## config.mk

```make
export PLATFORM = sky130hd
export DESIGN_NAME = keypad_scanner_pb
export DESIGN_NICKNAME = d
export VERILOG_FILES = /design/src/rtl/keypad_pkg.sv /design/src/rtl/keypad_col_scan.sv /design/src/rtl/keypad_scanner_pb.sv
export SDC_FILE = /design/constraint.sdc
export NUM_CORES = 1
export LEC_CHECK = 0
export CAP_MARGIN = 20
export CORE_ASPECT_RATIO = 1.75
export CORE_MARGIN = 2
export CORE_UTILIZATION = 35
export DETAILED_ROUTE_END_ITERATION = 8
export PLACE_DENSITY = 0.63
export SKIP_CTS_REPAIR_TIMING = 1
export SYNTH_ARGS = -nofsm -noshare
export SYNTH_HDL_FRONTEND = slang
export SYNTH_HIERARCHICAL = 1
export SYNTH_SLANG_ARGS = --single-unit
export TNS_END_PERCENT = 30
```

## constraint.sdc

```tcl
create_clock -name clk_d -period 2.15 [get_ports clk_d]
set_clock_uncertainty 0.15 [all_clocks]
set_input_delay 0.645 -clock clk_d [delete_from_list [all_inputs] [get_ports clk_d]]
set_output_delay 0.645 -clock clk_d [all_outputs]
set_load 0.05 [all_outputs]
```

## src/rtl/keypad_pkg.sv

```systemverilog
// Shared definitions for the Pmod KYPD scanner: port addresses, key code table,
// status bit positions and key FSM encoding.
package keypad_pkg;

  localparam logic [7:0] PORT_STATUS_DEFAULT = 8'h04;
  localparam logic [7:0] PORT_KEY_DEFAULT    = 8'h05;

  localparam int unsigned STAT_KEY_VALID = 0;
  localparam int unsigned STAT_OVERRUN   = 1;
  localparam int unsigned STAT_MULTI     = 2;

  // Indexed by 4*column + row; entry 0 is the rightmost nibble.
  localparam logic [15:0][3:0] KEY_CODES = {
    4'hD, 4'hC, 4'hB, 4'hA,
    4'hE, 4'h9, 4'h6, 4'h3,
    4'hF, 4'h8, 4'h5, 4'h2,
    4'h0, 4'h7, 4'h4, 4'h1
  };

  typedef enum logic [0:0] {
    StIdle,
    StPressed
  } key_state_e;

  function automatic logic [3:0] lowest_set(input logic [15:0] map);
    lowest_set = 4'd0;
    for (int i = 15; i >= 0; i--) begin
      if (map[i]) lowest_set = 4'(i);
    end
  endfunction

endpackage

```

## src/rtl/keypad_col_scan.sv

```systemverilog
// Column scanner: synchronizes row returns, drives one column at a time and
// assembles a 16-bit pressed-key snapshot, pulsing scan_done once per full scan.
module keypad_col_scan #(
  parameter int unsigned SCAN_DIV = 100000
) (
  input  logic        clk_d,
  input  logic        reset,
  input  logic [3:0]  row,
  output logic [3:0]  col,
  output logic [15:0] snapshot,
  output logic        scan_done
);

  localparam int unsigned DivW = (SCAN_DIV > 1) ? $clog2(SCAN_DIV) : 1;
  localparam logic [DivW-1:0] DivLast = DivW'(SCAN_DIV - 1);

  logic [3:0]      row_meta_q, row_sync_q;
  logic [DivW-1:0] div_q, div_d;
  logic [1:0]      col_idx_q, col_idx_d;
  logic [15:0]     snap_q, snap_d;
  logic            done_q, done_d;
  logic            term;

  always_ff @(posedge clk_d or posedge reset) begin
    if (reset) begin
      row_meta_q <= 4'hF;
      row_sync_q <= 4'hF;
      div_q      <= '0;
      col_idx_q  <= 2'd0;
      snap_q     <= 16'h0000;
      done_q     <= 1'b0;
    end else begin
      row_meta_q <= row;
      row_sync_q <= row_meta_q;
      div_q      <= div_d;
      col_idx_q  <= col_idx_d;
      snap_q     <= snap_d;
      done_q     <= done_d;
    end
  end

  // Snapshot holds pressed=1; rows are active low on the wire.
  always_comb begin
    term      = (div_q == DivLast);
    div_d     = term ? '0 : div_q + DivW'(1);
    col_idx_d = col_idx_q;
    snap_d    = snap_q;
    done_d    = 1'b0;
    if (term) begin
      snap_d[{col_idx_q, 2'b00} +: 4] = ~row_sync_q;
      col_idx_d = col_idx_q + 2'd1;
      done_d    = (col_idx_q == 2'd3);
    end
  end

  assign col       = ~(4'b0001 << col_idx_q);
  assign snapshot  = snap_q;
  assign scan_done = done_q;

endmodule

```

## src/rtl/keypad_scanner_pb.sv

```systemverilog
// PicoBlaze input-port keypad scanner: debounces full-matrix snapshots, captures
// one key code per press and serves status/key bytes through the INPUT port.
module keypad_scanner_pb
  import keypad_pkg::*;
#(
  parameter int unsigned SCAN_DIV       = 100000,
  parameter int unsigned DEBOUNCE_SCANS = 4,
  parameter logic [7:0]  PORT_STATUS    = PORT_STATUS_DEFAULT,
  parameter logic [7:0]  PORT_KEY       = PORT_KEY_DEFAULT
) (
  input  logic       clk_d,
  input  logic       reset,
  input  logic [7:0] id_port,
  input  logic       rd_reg,
  input  logic [3:0] row,
  output logic [3:0] col,
  output logic [7:0] in_port,
  output logic       interrupt,
  input  logic       interrupt_ack
);

  localparam logic [3:0] MatchLast = 4'(DEBOUNCE_SCANS - 1);

  logic [15:0] snapshot;
  logic        scan_done;

  keypad_col_scan #(
    .SCAN_DIV(SCAN_DIV)
  ) u_col_scan (
    .clk_d    (clk_d),
    .reset    (reset),
    .row      (row),
    .col      (col),
    .snapshot (snapshot),
    .scan_done(scan_done)
  );

  logic [15:0] prev_snap_q, prev_snap_d;
  logic [15:0] debounced_q, debounced_d;
  logic [3:0]  match_cnt_q, match_cnt_d;
  key_state_e  state_q, state_d;
  logic [3:0]  key_code_q, key_code_d;
  logic        key_valid_q, key_valid_d;
  logic        overrun_q, overrun_d;
  logic        interrupt_q, interrupt_d;
  logic [7:0]  in_port_q, in_port_d;
  logic        multi, capture, key_read;
  logic [7:0]  status;

  always_ff @(posedge clk_d or posedge reset) begin
    if (reset) begin
      prev_snap_q <= 16'h0000;
      debounced_q <= 16'h0000;
      match_cnt_q <= 4'd0;
      state_q     <= StIdle;
      key_code_q  <= 4'h0;
      key_valid_q <= 1'b0;
      overrun_q   <= 1'b0;
      interrupt_q <= 1'b0;
      in_port_q   <= 8'h00;
    end else begin
      prev_snap_q <= prev_snap_d;
      debounced_q <= debounced_d;
      match_cnt_q <= match_cnt_d;
      state_q     <= state_d;
      key_code_q  <= key_code_d;
      key_valid_q <= key_valid_d;
      overrun_q   <= overrun_d;
      interrupt_q <= interrupt_d;
      in_port_q   <= in_port_d;
    end
  end

  // Debounce: the map only moves after enough identical consecutive scans.
  always_comb begin
    prev_snap_d = prev_snap_q;
    match_cnt_d = match_cnt_q;
    debounced_d = debounced_q;
    if (scan_done) begin
      prev_snap_d = snapshot;
      if (snapshot == prev_snap_q) begin
        match_cnt_d = (match_cnt_q == MatchLast) ? match_cnt_q : match_cnt_q + 4'd1;
      end else begin
        match_cnt_d = 4'd0;
      end
      if (match_cnt_d == MatchLast) debounced_d = snapshot;
    end
  end

  assign multi = |(debounced_q & (debounced_q - 16'd1));

  always_comb begin
    state_d     = state_q;
    capture     = 1'b0;
    key_code_d  = key_code_q;
    key_valid_d = key_valid_q;
    overrun_d   = overrun_q;
    interrupt_d = interrupt_q;
    key_read    = rd_reg && (id_port == PORT_KEY);

    unique case (state_q)
      StIdle: begin
        if (|debounced_q) begin
          state_d = StPressed;
          capture = 1'b1;
        end
      end
      StPressed: begin
        if (~|debounced_q) state_d = StIdle;
      end
    endcase

    if (key_read) begin
      key_valid_d = 1'b0;
      overrun_d   = 1'b0;
    end
    if (interrupt_ack) interrupt_d = 1'b0;

    // A coincident read consumes the old key, so it is not an overrun.
    if (capture) begin
      key_code_d  = KEY_CODES[lowest_set(debounced_q)];
      key_valid_d = 1'b1;
      overrun_d   = key_valid_q && !key_read;
      interrupt_d = 1'b1;
    end
  end

  always_comb begin
    status                 = 8'h00;
    status[STAT_KEY_VALID] = key_valid_q;
    status[STAT_OVERRUN]   = overrun_q;
    status[STAT_MULTI]     = multi;
    if (id_port == PORT_STATUS) begin
      in_port_d = status;
    end else if (id_port == PORT_KEY) begin
      in_port_d = {4'h0, key_code_q};
    end else begin
      in_port_d = 8'h00;
    end
  end

  assign in_port   = in_port_q;
  assign interrupt = interrupt_q;

endmodule

```

==> results list, run 1 <==
* Classification of the worst-slack hold path: reg2reg
- IR drop worst, VDD: 455 uV
- Gate count of the mapped netlist: 382
- Area overhead of the layout relative to synthesis: 31.7%
- Top-count cell post-synth: dfrtp_1
* Number of vias per cell after detailed routing: 4.88
- Setup violations remaining at the end of the flow were counted as 0.
* Iteration-0 DRC count of the detailed router: 106
- Ratio of total power to cell area: 599 nW/um^2
* Number of buffers created by CTS: 9
- The count of buffers added on input and output ports is 24.
* Share of the yosys chip area belonging to registers: around half
* Clock tree from TritonCTS: built
* Initial Util: about 36%
- Total grt overflow: 0
- From left edge to right edge, the die measures ~90 um.
- Most numerous cell on the critical path: buf_4
- The commonest cells after synthesis are dfrtp_1 (84), mux2_2 (37), nor2_1 (36).
- Number of hold violations in the final report: 0
- Setup Crit Path Kind: reg2reg
- The via count of the first global-routing pass was 3,398.
- Total area of multi-input combinational cells: 2220 um^2
* Max-Cap Viols: 0
- The largest single stage delay on the critical path is 0.45 ns.
- The count of nets left with antenna violations once routing finished came out at 0.
- For the worst-skew pair, the clock arrives at the later sink with an insertion delay of between 0.3 and 0.4 ns.
- For this block, the routed nets add up to between 9000 and 10,000 um of wire.
- Counting flops with a built-in enable in the synthesized netlist gives 0.
* CP startpoint kind: register
- Maximum number of buffers from clock root to sink: 2
- The design draws ~0.0035 W.
- Shortest period the worst path allows: about 2.1 ns
* Hpwl dp: approximately 6900 um
- Clock sink count: 92
- After synthesis, the share of flip-flops with an asynchronous set or reset is 100%.
- Counting the fill cells in the layout gives ~1.1k.
- Traced cell by cell, the critical path runs through nor2_1 -> o21a_1 -> o221ai_2 -> a21o_1 -> buf_4 -> buf_4 -> ha_1 -> a211oi_1 -> o31ai_1.
- Final-stage net count: 496
- Via count: around 3.1k
* Core ar.: approximately 12,000 um^2
- Die area: 13,800 um^2
* Total iterations of the first detailed-routing run: 4
* Unrepaired setup endpoints after global routing: yes
- Hold timing on the final database bottoms out at a slack of 0.206 ns.
- Largest cells by area after synthesis: dfrtp_1 (47%), mux2_2 (9.3%), dfstp_2 (4.7%), xnor2_1 (4.3%), mux2_4 (3.4%)
- For this run, the top clock speed supported by timing is between 400 and 500 MHz.
- Root buffer selected by CTS: clkbuf_16
- The first global-routing pass estimated ~16,000 um of wire.
- DRC violations left: 0
- Avg Cell Area, Syn: ~12 um^2
* Number of primary I/O pins: 29
- Counting distinct cell types in the post-synthesis netlist gives 56.
* Layout cells sized above 1: slightly below 40%
- Yosys printed 6 warnings.
* Kind of end point of the critical path: register
* Arrival @ worst endpoint: 2.22 ns
- The number of pins exceeding their max-slew limit in the final report is 0.
- Synthesis inferred just over 90 register bits.
- The slowest stage of the critical path belongs to the cell dfrtp_2.
- Of all nets on the critical path, the largest fanout is 6.
- Post-Synthesis Cell Area: 4480 um^2
- Synth area leader: dfrtp_1
- The number of antenna violations at the first check in global routing was 0.
- After synthesis, the largest area contributor takes up a little under half of total cell area.
- H-tree depth reported by CTS: 3
- At the worst endpoint, the required time is 2.22 ns.
* Final period utilization: 99.8%
* Antenna diodes: 0
- FP Rows: 54
- The die is 154 um tall.
* Cell Area, Placed: 5360 um^2
- Final estimated routing congestion in global placement: 0.854
- Summing all flip-flop and latch instances after layout gives roughly 2300 um^2.
- The finished cells cover 5900 um^2.
* Maximum number of pins on one net before global-route repair: 45
- Global routing consumed, over all layers together, 14.5% of the routing resources.
- Dividing the detail-routed wire length by the instance count gives around 14 um.
- Clock-pin slew reported for the worst setup and hold paths after clock tree synthesis: 0.07 ns
- Static leakage: 2.79 nW
* Result of the run: finished clean
- For this run, the leading register cell type out of synthesis is dfrtp_1.
-- placed cells by master, fill, tap and decap left out, types with 3 or more instances in the layout --
cell type / n
dfrtp_1: 81
buf_4: 62
mux2_2: 37
nor2_1: 35
xnor2_1: 22
inv_1: 14
nand2_1: 14
clkdlybuf4s50_1: 14
mux2_4: 10
nand3_1: 10
xor2_1: 9
clkbuf_16: 9
nand4_1: 8
dfstp_2: 8
buf_12: 7
nor3_1: 6
mux2i_1: 5
a21oi_1: 5
ha_1: 5
nor4_4: 4
nand2_2: 4
o31ai_1: 4
nor2b_1: 4
and3_1: 4
inv_2: 4
conb_1: 4
and4_1: 4
nor4_2: 3
o21ai_0: 3
or4b_4: 3
a21boi_0: 3
o22ai_1: 3
ha_4: 3
dfrtp_2: 3
-- cell families (layout without fill, tap and decap cells) --
family / count (synthesis) / count (layout) / share of synthesized area [%]
AND/OR/NAND/NOR: 122 / 122 / 15.4
flip-flops: 92 / 92 / 51.6
multiplexers: 53 / 53 / 14.0
AO/OA/AOI/OAI: 41 / 41 / 6.50
XOR/XNOR: 31 / 31 / 6.06
buffers and inverters: 30 / 121 / 3.13
adder cells (fa/ha/maj): 12 / 12 / 3.18
other: 1 / 4 / 0.0837
-- stage by stage --
stage / util (%) / cells / setup WS (ns) / setup TNS [ns]
global route: 47.2 / 644 / -0.0874 / -0.449
finish: 47.2 / 644 / 0.00377 / 0
CTS: 45.4 / 638 / -0.184 / -1.36
floorplan: - / 385 / 0.00438 / 0
global placement: 42.9 / 622 / -0.348 / -1.65
detailed placement: 42.9 / 622 / -0.377 / -2.53
-- registers in the layout, summed over array words and instances (netlist names), 2 cells and up --
register,flops
in_port,4
u_col_scan/col_idx_q,2
debounced_q,16
u_col_scan/div_q,17
prev_snap_q,16
u_col_scan/row_sync_q,4
key_code_q,4
match_cnt_q,4
u_col_scan/row_meta_q,4
u_col_scan/snapshot,16
-- where the power goes --
group	internal, W	leakage, nW	switching [W]	total (W)
sequential	0.00175	1.23	0.00000849	0.00176
clock	0.00102	0.153	0.000656	0.00167
combinational	0.0000411	1.41	0.0000634	0.000105
total	0.00281	2.79	0.000728	0.00354
-- metal layers --
metal / track usage (%) / up-vias / share of wire, %
met5: 0 / - / 0
met4: 5.90 / 0 / 2.5
met3: 2.84 / 15 / 2.6
met2: 26.4 / 49 / 56
met1: 15.6 / 1545 / 38
li1: - / 1535 / -
-- area by class of cell --
cell class | instances | share of cell area (%)
Timing Repair Buffer | 85 | 13.0
Inverter | 20 | 1.31
Clock buffer | 10 | 3.88
Tap cell | 168 | 3.56
Sequential cell | 92 | 39.2
Clock inverter | 6 | 1.46
Multi-Input combinational cell | 263 | 37.5
-- worst max-delay path: cells and delay by family, from the launching register on --
kind,cells,cell delay [ns]
AND/OR/NAND/NOR,1,0.11
adder cells (fa/ha/maj),1,0.19
flip-flops,1,0.45
buffers and inverters,2,0.26
AO/OA/AOI/OAI,5,0.87
-- path summary, 6_finish.rpt --
check                                          from  slack, ns                  endpoint  depth (start not counted)
setup / recovery                    debounced_q[10]      0.004             key_code_q[1]                          9
hold / removal             u_col_scan/row_meta_q[1]       0.21  u_col_scan/row_sync_q[1]                          0
setup reg to reg                    debounced_q[10]      0.004             key_code_q[1]                          9
hold reg to reg            u_col_scan/row_meta_q[1]       0.21  u_col_scan/row_sync_q[1]                          0
max in group asynchronous                     reset       0.92                in_port[0]                          3
min in group asynchronous                     reset       0.48            debounced_q[0]                          2
Note: power is estimated with default switching activity, not from simulation.
==> run 2, diff against run 1 <==
--- a/config.mk
+++ b/config.mk
@@ -5,12 +5,14 @@
 export SDC_FILE = /design/constraint.sdc
 export NUM_CORES = 1
 export LEC_CHECK = 0
-export CAP_MARGIN = 20
+export CAP_MARGIN = 5
 export CORE_ASPECT_RATIO = 1.75
 export CORE_MARGIN = 2
 export CORE_UTILIZATION = 35
 export DETAILED_ROUTE_END_ITERATION = 8
 export PLACE_DENSITY = 0.63
+export RECOVER_POWER = 100
+export SETUP_SLACK_MARGIN = 0.4
 export SKIP_CTS_REPAIR_TIMING = 1
 export SYNTH_ARGS = -nofsm -noshare
 export SYNTH_HDL_FRONTEND = slang
==> run 2 against run 1 <==
Effect of this change: the flow now finishes with violations (negative setup slack); hold slack improved by 0.0016 ns; total power fell by 3.9%; register-to-register slack barely moved; final area rose by 0.19%; core utilization rose by 0.090 points; critical path type unchanged.
==> results list, run 2 (same netlist as run 1, synthesis figures left out) <==
* Layout cells sized above 1: 40.7% (was 39.1%)
* Worst setup timing slack at the placement stage: -0.409 ns (was -0.377 ns)
* Root buffer selected by CTS: clkbuf_16 (unchanged)
- The final reports fail on negative setup slack.
- Iteration-0 DRC count of the detailed router: 90 (was 106)
- The maximum level of the CTS H-tree was 3 (unchanged).
- CP max-delay cell: dfrtp_1 (was dfrtp_2)
- The number of diodes came to 0 (unchanged).
- The register name with the most flops was u_col_scan/div_q (unchanged).
* Vias in the first global route: 3,324 (was 3,398)
- The area growth from synthesis to layout came to 32.0% (was 31.7%).
* Core ar.: 12,500 um^2 (unchanged)
* CP startpoint kind: register (unchanged)
- Initial antenna violation count: 0 (unchanged)
- The wire length reported by the detailed router came to 9790 um (was 9220 um).
- The clock latency at the later pin of the worst-skew pair came to 0.34 ns (was 0.33 ns).
* Top fanout value on the critical path: 7 (was 6)
- Maximum number of buffers from clock root to sink: 2 (unchanged)
* Slew at the pin closest to its max-slew limit: a little under 1 ns
- Ratio of total power to cell area: 574 nW/um^2 (was 599 nW/um^2)
* Kind of end point of the critical path: register (unchanged)
- Number of primary I/O pins: 29 (unchanged)
* Arrival @ worst endpoint: 2.20 ns (was 2.22 ns)
- # setup viols final: 1 (was 0)
- The shortest clock period the worst path allows after layout is 2.15 ns (about the same).
* Initial Util: 35.9% (unchanged)
* Number of routed nets with antenna violations: 0 (unchanged)
- Number of hold violations in the final report: 0 (unchanged)
- The kind of critical path was reg2reg (unchanged).
- Wire length of the first global-routing pass: 15,900 um (was 15,600 um)
- Unrepaired setup endpoints after global routing: yes (unchanged)
- Hpwl dp: 7150 um (was 6920 um)
- Final setup slack of the worst path: -0.00319 ns (was 0.00377 ns)
- The clock sink count is 92 (unchanged).
- The port buffer count came to 24 (unchanged).
* Maximum clock frequency: 464 MHz (was 466 MHz)
* Via count: 3,235 (was 3,144)
- Required time of the critical path: 2.20 ns (was 2.22 ns)
- Final-stage net count: 499 (was 496)
- The CTS tree was built (unchanged).
- FP Rows: 54 (unchanged)
- Max FFs per register: 17 (unchanged)
- Most frequent standard cell in the layout excluding fill and tap cells: dfrtp_1 (unchanged)
- Result of the run: finished with violations (was finished clean)
- The via count normalized by instance count came to 5.00 (was 4.88).
- The number of pins exceeding their max-slew limit in the final report came to 0 (unchanged).
- The total negative setup slack is -0.00319 ns (was 0 ns).
* Die area: 13,800 um^2 (unchanged)
* Final estimated routing congestion in global placement: 0.855 (was 0.854)
- The post-detailed-route wirelength per cell came to 15.1 um (was 14.3 um).
* Number of buffers created by CTS: 9 (unchanged)
* Final period utilization: 100% (was 99.8%)
* Max-Cap Viols: 0 (unchanged)
- Height of the die: 154 um (unchanged)
- IR drop worst, VDD: 427 uV (was 455 uV)
- The top cell family by delay on the critical path is simple AND/OR/NAND/NOR gates (was compound AO/OA/AOI/OAI gates).
- Clock-pin slew reported for the worst setup and hold paths after clock tree synthesis: 0.07 ns (about the same)
* Static leakage: 2.81 nW (was 2.79 nW)
* Worst relative slew slack: 35.3%
* Maximum number of pins on one net before global-route repair: 27 (was 45)
* Commonest cells after routing, fill and taps aside: dfrtp_1 (80), buf_4 (62), mux2_2 (37) (was dfrtp_1 (81), buf_4 (62), mux2_2 (37))
* Total iterations of the first detailed-routing run: 4 (unchanged)
- The overall routing resource usage was 14.7% (was 14.5%).
- Count of buffering cells on the critical path with inverters included: 0 (was 2)
- Cells along the critical path: nor4_2 -> nand2_1 -> maj3_1 -> o31ai_1 -> a31oi_1 (was nor2_1 -> o21a_1 -> o221ai_2 -> a21o_1 -> buf_4 -> buf_4 -> ha_1 -> a211oi_1 -> o31ai_1).
- The width of the die was 89.5 um (unchanged).
- The remaining global-route overflow is 0 (unchanged).
* Maximum single-stage delay on the critical path: 0.46 ns (was 0.45 ns)
- The class of the worst hold path was reg2reg (unchanged).
- The remaining design rule violation count is 0 (unchanged).
[run 2: area by class of cell]
cell class,count,area (um^2)
inverters,20,87.6
multi-input cells,263,2260
repair buffers,88,746
clock buffers,10,239
fillers,1125,6580
clock inverters,6,52.6
flip-flops and latches,92,2320
well taps,168,210
[run 2: stage by stage]
stage	instance area, um^2	instances	total power [W]	hold slack [ns]	util [%]
after floorplan	4590	385	0.00184	0.195	-
after global placement	5410	618	0.00189	0.196	43.3
after detailed placement	5410	618	0.00190	0.197	43.3
after CTS	5700	634	0.00345	0.206	45.6
after global routing	5920	647	0.00352	0.211	47.3
final	5920	647	0.00340	0.208	47.3
[run 2: worst register-to-register path, stage by stage, from the launching register on]
cell and delay (ns):
dfrtp_1 0.46, nor4_2 0.43, nand2_1 0.17, maj3_1 0.37
o31ai_1 0.30, a31oi_1 0.14
[run 2: final timing paths]
path | start | end | slack (ns) | cells after the start
max | debounced_q[2] | in_port[2] | -0.003 | 5
min | u_col_scan/row_meta_q[3] | u_col_scan/row_sync_q[3] | 0.21 | 0
max reg2reg | debounced_q[2] | in_port[2] | -0.003 | 5
min reg2reg | u_col_scan/row_meta_q[3] | u_col_scan/row_sync_q[3] | 0.21 | 0
max in group asynchronous | reset | debounced_q[7] | 0.31 | 3
min in group asynchronous | reset | match_cnt_q[2] | 0.65 | 2
[run 2: routing by layer]
metal	vias to the layer above	global-route usage (%)	share of wire, %
li1	1537	-	-
met1	1616	16.4	37
met2	68	26.7	57
met3	14	2.52	2.7
met4	0	5.47	2.5
met5	-	0	0
[run 2: report_power, final]
part	internal (W)	switching (W)	total [W]
logic	0.0000291	0.0000636	0.0000928
registers	0.00175	0.00000944	0.00176
clock network	0.000837	0.000711	0.00155
total	0.00261	0.000784	0.00340
==> variant 1, RTL diff (settings of run 2) <==
`key_code_q` no longer has a reset.
--- a/src/rtl/keypad_scanner_pb.sv
+++ b/src/rtl/keypad_scanner_pb.sv
@@ -54,5 +54,4 @@
       match_cnt_q <= 4'd0;
       state_q     <= StIdle;
-      key_code_q  <= 4'h0;
       key_valid_q <= 1'b0;
       overrun_q   <= 1'b0;
@@ -64,5 +63,4 @@
       match_cnt_q <= match_cnt_d;
       state_q     <= state_d;
-      key_code_q  <= key_code_d;
       key_valid_q <= key_valid_d;
       overrun_q   <= overrun_d;
@@ -70,4 +68,8 @@
       in_port_q   <= in_port_d;
     end
+  end
+
+  always_ff @(posedge clk_d) begin
+    key_code_q <= key_code_d;
   end
 
Formal check against the unedited RTL: same outputs for any inputs over 10 cycles, from zero or initial values and one cycle with reset high; that may be too few to reach the edited logic, so the function may still have changed.
==> variant 1 against run 2 <==
  * The flow still finishes with violations (negative setup slack)
  * Count of clock-buffer cells in the layout decreased by 1
  * Area after synthesis increased by 0.64%
  * Setup slack got worse by 170 ps
  * Final area decreased by 0.51%
  * Sequential cell count unchanged
  * Via count increased by 0.49%
  * Routed wire length decreased by 0.51%
  * Power increased by 0.22%
==> variant 1: results (changes against run 2) <==
[metrics] DRT iter0 DRCs: 97 (+7.8%)
[metrics] sequential fraction of the synthesis area: 51.7% (+0.11 points)
[metrics] placed cell areas: 5460 um2 (+0.97%)
[metrics] Cell variety after synth: 55 (-1.8%)
[metrics] Detailed Place HPWL: 7.16 mm (+0.14%)
[metrics] Overall Global Routing Usage: 14.4% (-0.32 points)
[metrics] number of cells in the design after placement: 619 (+0.16%)
[metrics] final worst setup slack: -177 ps (-174 ps)
[metrics] cells taking the most area after synthesis: dfrtp_1, mux2_2, xor2_1
[metrics] status: complete, but fails checks
[metrics] violated checks: negative setup slack
[metrics] first-pass GRT wire length: 16.2 mm (+1.8%)
[metrics] via density per instance: 5.02 (+0.49%)
[metrics] number of filler cells placed in the layout: 1149 (+2.1%)
[metrics] share of synthesized cell area in full adder, half adder and majority cells: 3.38% (+0.20 points)
[metrics] layout cells sized above 1: 39.7% (-1.0 points)
[metrics] total setup violations reported at the end of the flow: 37 (+36)
[metrics] proportion of register bits with asynchronous set or reset after synthesis: 95.7% (-4.3 points)
[metrics] met3 routed WL: 268 um (+3.1%)
[metrics] top cells by count, synth: dfrtp_1, nor2_1, mux2_2, xor2_1, inv_1
[metrics] number of cells traversed by the worst register-to-register path: 7 (+2)
[metrics] Crit Path Max Fanout: 8 (+1)
[metrics] number of standard cells after synthesis: 384 (+0.52%)
[metrics] via count of the first global-routing pass: 3421 (+2.9%)
[metrics] M1 wire length: 3.56 mm (-2.9%)
## variant 1: final cells by class
cell class	count	area [um2]	share of cell area [%]
flip-flops and latches	92	2330	39.6
multi-input cells	265	2210	37.6
repair buffers	90	768	13.1
clock buffers	9	225	3.83
well taps	168	210	3.57
clock inverters	7	70.1	1.19
inverters	16	65.1	1.11
## variant 1: logic make-up (layout without fill, tap and decap cells)
logic type                 Yosys count  after routing
muxes                               53             53
DFF                                 92             92
other                                1              4
AOI/OAI and AO/OA                   40             40
adders and majority gates           13             13
xor gates and xnor gates            31             31
buffers and inverters               30            122
and+or+nand+nor                    124            124
## variant 1: routing by layer
layer	vias to the layer above	GRT usage, %
li1	1540	-
met3	23	2.83
met4	0	5.93
met1	1628	14.8
met2	60	28.0
met5	-	0
## variant 1: per-stage QoR
stage | util (%) | setup TNS [ps] | total power, uW
after detailed placement | 43.7 | -4350 | 1900
after global routing | 47.1 | -8020 | 3530
final | 47.1 | -4260 | 3400
after CTS | 46.0 | -3070 | 3460
after floorplan | - | -1500 | 1850
after global placement | 43.7 | -3770 | 1900
## variant 1: worst paths after layout
kind                                               startpoint  slack (ps)                             endpoint
max                                prev_snap_q[7]$_DFFE_PP0P_        -180          debounced_q[14]$_DFFE_PP0P_
min                        u_col_scan/row_meta_q[0]$_DFF_PP1_         210   u_col_scan/row_sync_q[0]$_DFF_PP1_
max reg2reg                        prev_snap_q[7]$_DFFE_PP0P_        -180          debounced_q[14]$_DFFE_PP0P_
min reg2reg                u_col_scan/row_meta_q[0]$_DFF_PP1_         210   u_col_scan/row_sync_q[0]$_DFF_PP1_
max in group asynchronous                               reset         120  u_col_scan/col_idx_q[1]$_DFFE_PP0N_
min in group asynchronous                               reset         550           match_cnt_q[2]$_DFFE_PP0P_
## variant 1: power breakdown
group | switching [uW] | total, uW | leakage [uW] | internal (uW)
registers | 7.58 | 1760 | 0.00121 | 1750
clock network | 739 | 1560 | 0.000143 | 817
logic | 59.5 | 86.7 | 0.00147 | 27.2
total | 806 | 3400 | 0.00283 | 2600
==> variant 2, RTL diff (settings of run 2) <==
Made on the original files. `SCAN_DIV` is set to 100000 in 2 places; all go to 50000.
--- a/src/rtl/keypad_col_scan.sv
+++ b/src/rtl/keypad_col_scan.sv
@@ -2,5 +2,5 @@
 // assembles a 16-bit pressed-key snapshot, pulsing scan_done once per full scan.
 module keypad_col_scan #(
-  parameter int unsigned SCAN_DIV = 100000
+  parameter int unsigned SCAN_DIV = 50000
 ) (
   input  logic        clk_d,
--- a/src/rtl/keypad_scanner_pb.sv
+++ b/src/rtl/keypad_scanner_pb.sv
@@ -4,5 +4,5 @@
   import keypad_pkg::*;
 #(
-  parameter int unsigned SCAN_DIV       = 100000,
+  parameter int unsigned SCAN_DIV       = 50000,
   parameter int unsigned DEBOUNCE_SCANS = 4,
   parameter logic [7:0]  PORT_STATUS    = PORT_STATUS_DEFAULT,
Formal check against the unedited RTL: same outputs for any inputs over 10 cycles, from zero or initial values and one cycle with reset high; that may be too few to reach the edited logic, so the function may still have changed.
==> variant 2 against run 2 <==
  * Power down 0.69%
  * Area after synthesis up 0.73%
  * Final area up 1.2%
  * Final cell count down 1.4%
  * Setup slack better by 10 ps
  * Non-clock buffer count down 3
  * Sequential cell count down 1
  * Routed wire length down 2.4%
  * Worst hold slack worse by 2.8 ps
  * Critical endpoint is now key_code_q[2]$_DFFE_PP0P_
  * Highest routed layer unchanged
==> variant 2: results (changes against run 2) <==
[metrics] DP Worst Slack: -399 ps (+9.44 ps)
[metrics] layout cells sized above 1: 43.0% (+2.3 points)
[metrics] Max H-tree Level: 3 (unchanged)
[metrics] Detailed Place HPWL: 6.90 mm (-3.5%)
[metrics] Data arrival, critical path: 2220 ps (+20 ps)
[metrics] FF-to-FF Start: debounced_q[4]$_DFFE_PP0P_
[metrics] actual transition at the worst max-transition pin: 942 ps (-28.2 ps)
[metrics] Crit Reg-Reg Endpoint: key_code_q[2]$_DFFE_PP0P_
[metrics] Crit Path Max Fanout: 5 (-2)
[metrics] launch point of the worst hold path: u_col_scan/row_meta_q[2]$_DFF_PP1_
[metrics] Internal: 2660 uW (+1.6%)
[metrics] DRT iter0 DRCs: 74 (-18%)
[metrics] routability cong.: 0.897 (+4.9%)
[metrics] first-pass GRT wire length: 15.5 mm (-2.1%)
[metrics] sequential fraction of the synthesis area: 50.7% (-0.93 points)
[metrics] via count of the first global-routing pass: 3280 (-1.3%)
[metrics] average wire length per cell after detail routing: 15.0 um (-1.0%)
[metrics] Die X-Extent: 89.9 um (+0.35%)
[metrics] Max VDD drop: 488 uV (+14%)
[metrics] status: finished clean
[metrics] LEAKAGE: 0.00286 uW (+1.8%)
[metrics] Overall Global Routing Usage: 14.0% (-0.64 points)
[metrics] cells taking the most area after synthesis: dfrtp_1, mux2_4, mux2_2
[metrics] worst hold path endpoint: u_col_scan/row_sync_q[2]$_DFF_PP1_
[metrics] largest net degree at the start of global routing: 44 (+63%)
[metrics] number of cells traversed by the worst register-to-register path: 6 (+1)
[variant 2: cell types whose count changed in the layout (fill, tap and decap cells not counted), moves of 4 or more]
cell,run 2,this run
mux2_2,37,22
mux2_4,11,26
dfrtp_1,80,73
dfrtp_2,4,10
buf_4,62,57
clkinv_2,0,4
[variant 2: final cells by class]
type	instances	area (um2)
fillers	1123	6510
multi-input cells	258	2330
flip-flops and latches	91	2300
repair buffers	85	773
clock buffers	9	225
well taps	168	210
inverters	20	78.8
clock inverters	7	66.3
[variant 2: worst max-delay path by stage]
stage	startpoint	endpoint	slack, ps	cells after the start
6_report	debounced_q[4]$_DFFE_PP0P_	key_code_q[2]$_DFFE_PP0P_	7	6
5_1_grt	debounced_q[6]$_DFFE_PP0P_	key_code_q[2]$_DFFE_PP0P_	-60	6
4_1_cts	u_col_scan/col_idx_q[0]$_DFFE_PP0N_	col[0]	-180	4
3_5_place_dp	id_port[6]	in_port[2]$_DFF_PP0_	-400	5
3_3_place_gp	id_port[6]	key_valid_q$_DFFE_PP0P_	-350	6
2_1_floorplan	match_cnt_q[0]$_DFFE_PP0P_	debounced_q[10]$_DFFE_PP0P_	7	7
[variant 2: cell families (layout without fill, tap and decap cells)]
group	Yosys count	in the layout	share of synthesized area [%]
other	1	4	0.0831
adders and majority gates	12	12	3.16
DFF	91	91	50.7
xor gates and xnor gates	31	31	6.01
and+or+nand+nor	120	120	15.4
muxes	53	53	15.2
AOI/OAI and AO/OA	38	38	6.01
buffers and inverters	31	121	3.41
[variant 2: power groups by stage]
| stage | Combinational (uW) | Clock (uW) | Sequential, uW |
|---|---|---|---|
| floorplan | 56.9 | 0 | 1770 |
| global placement | 107 | 0 | 1770 |
| detailed placement | 110 | 0 | 1770 |
| CTS | 110 | 1590 | 1740 |
| global route | 105 | 1660 | 1740 |
| finish | 92.1 | 1540 | 1740 |
[variant 2: worst max-delay path: stages, from the launching register on]
cell and delay (ps):
dfrtp_2 470, nor4_4 310, o31ai_2 130, o32ai_2 220, ha_1 300, nor3b_2 160, o41ai_2 290
[variant 2: metal layers]
| metal | part of all wire [%] | vias up | GRT usage (%) |
|---|---|---|---|
| li1 | - | 1512 | - |
| met1 | 36 | 1563 | 14.4 |
| met3 | 3.2 | 26 | 2.83 |
| met5 | 0 | - | 0 |
| met2 | 57 | 67 | 26.5 |
| met4 | 3.8 | 0 | 7.47 |
[variant 2: per-stage QoR]
stage          hold slack [ps]  utilization (%)  std cells  cell area (um2)  setup TNS (ps)
6_report                   205             47.9        638             5990               0
5_1_grt                    211             47.9        638             5990            -670
4_1_cts                    206             45.6        623             5700            -536
3_5_place_dp               197             43.2        607             5400           -2040
3_3_place_gp               195             43.2        607             5400           -1620
2_1_floorplan              195                -        380             4610               0
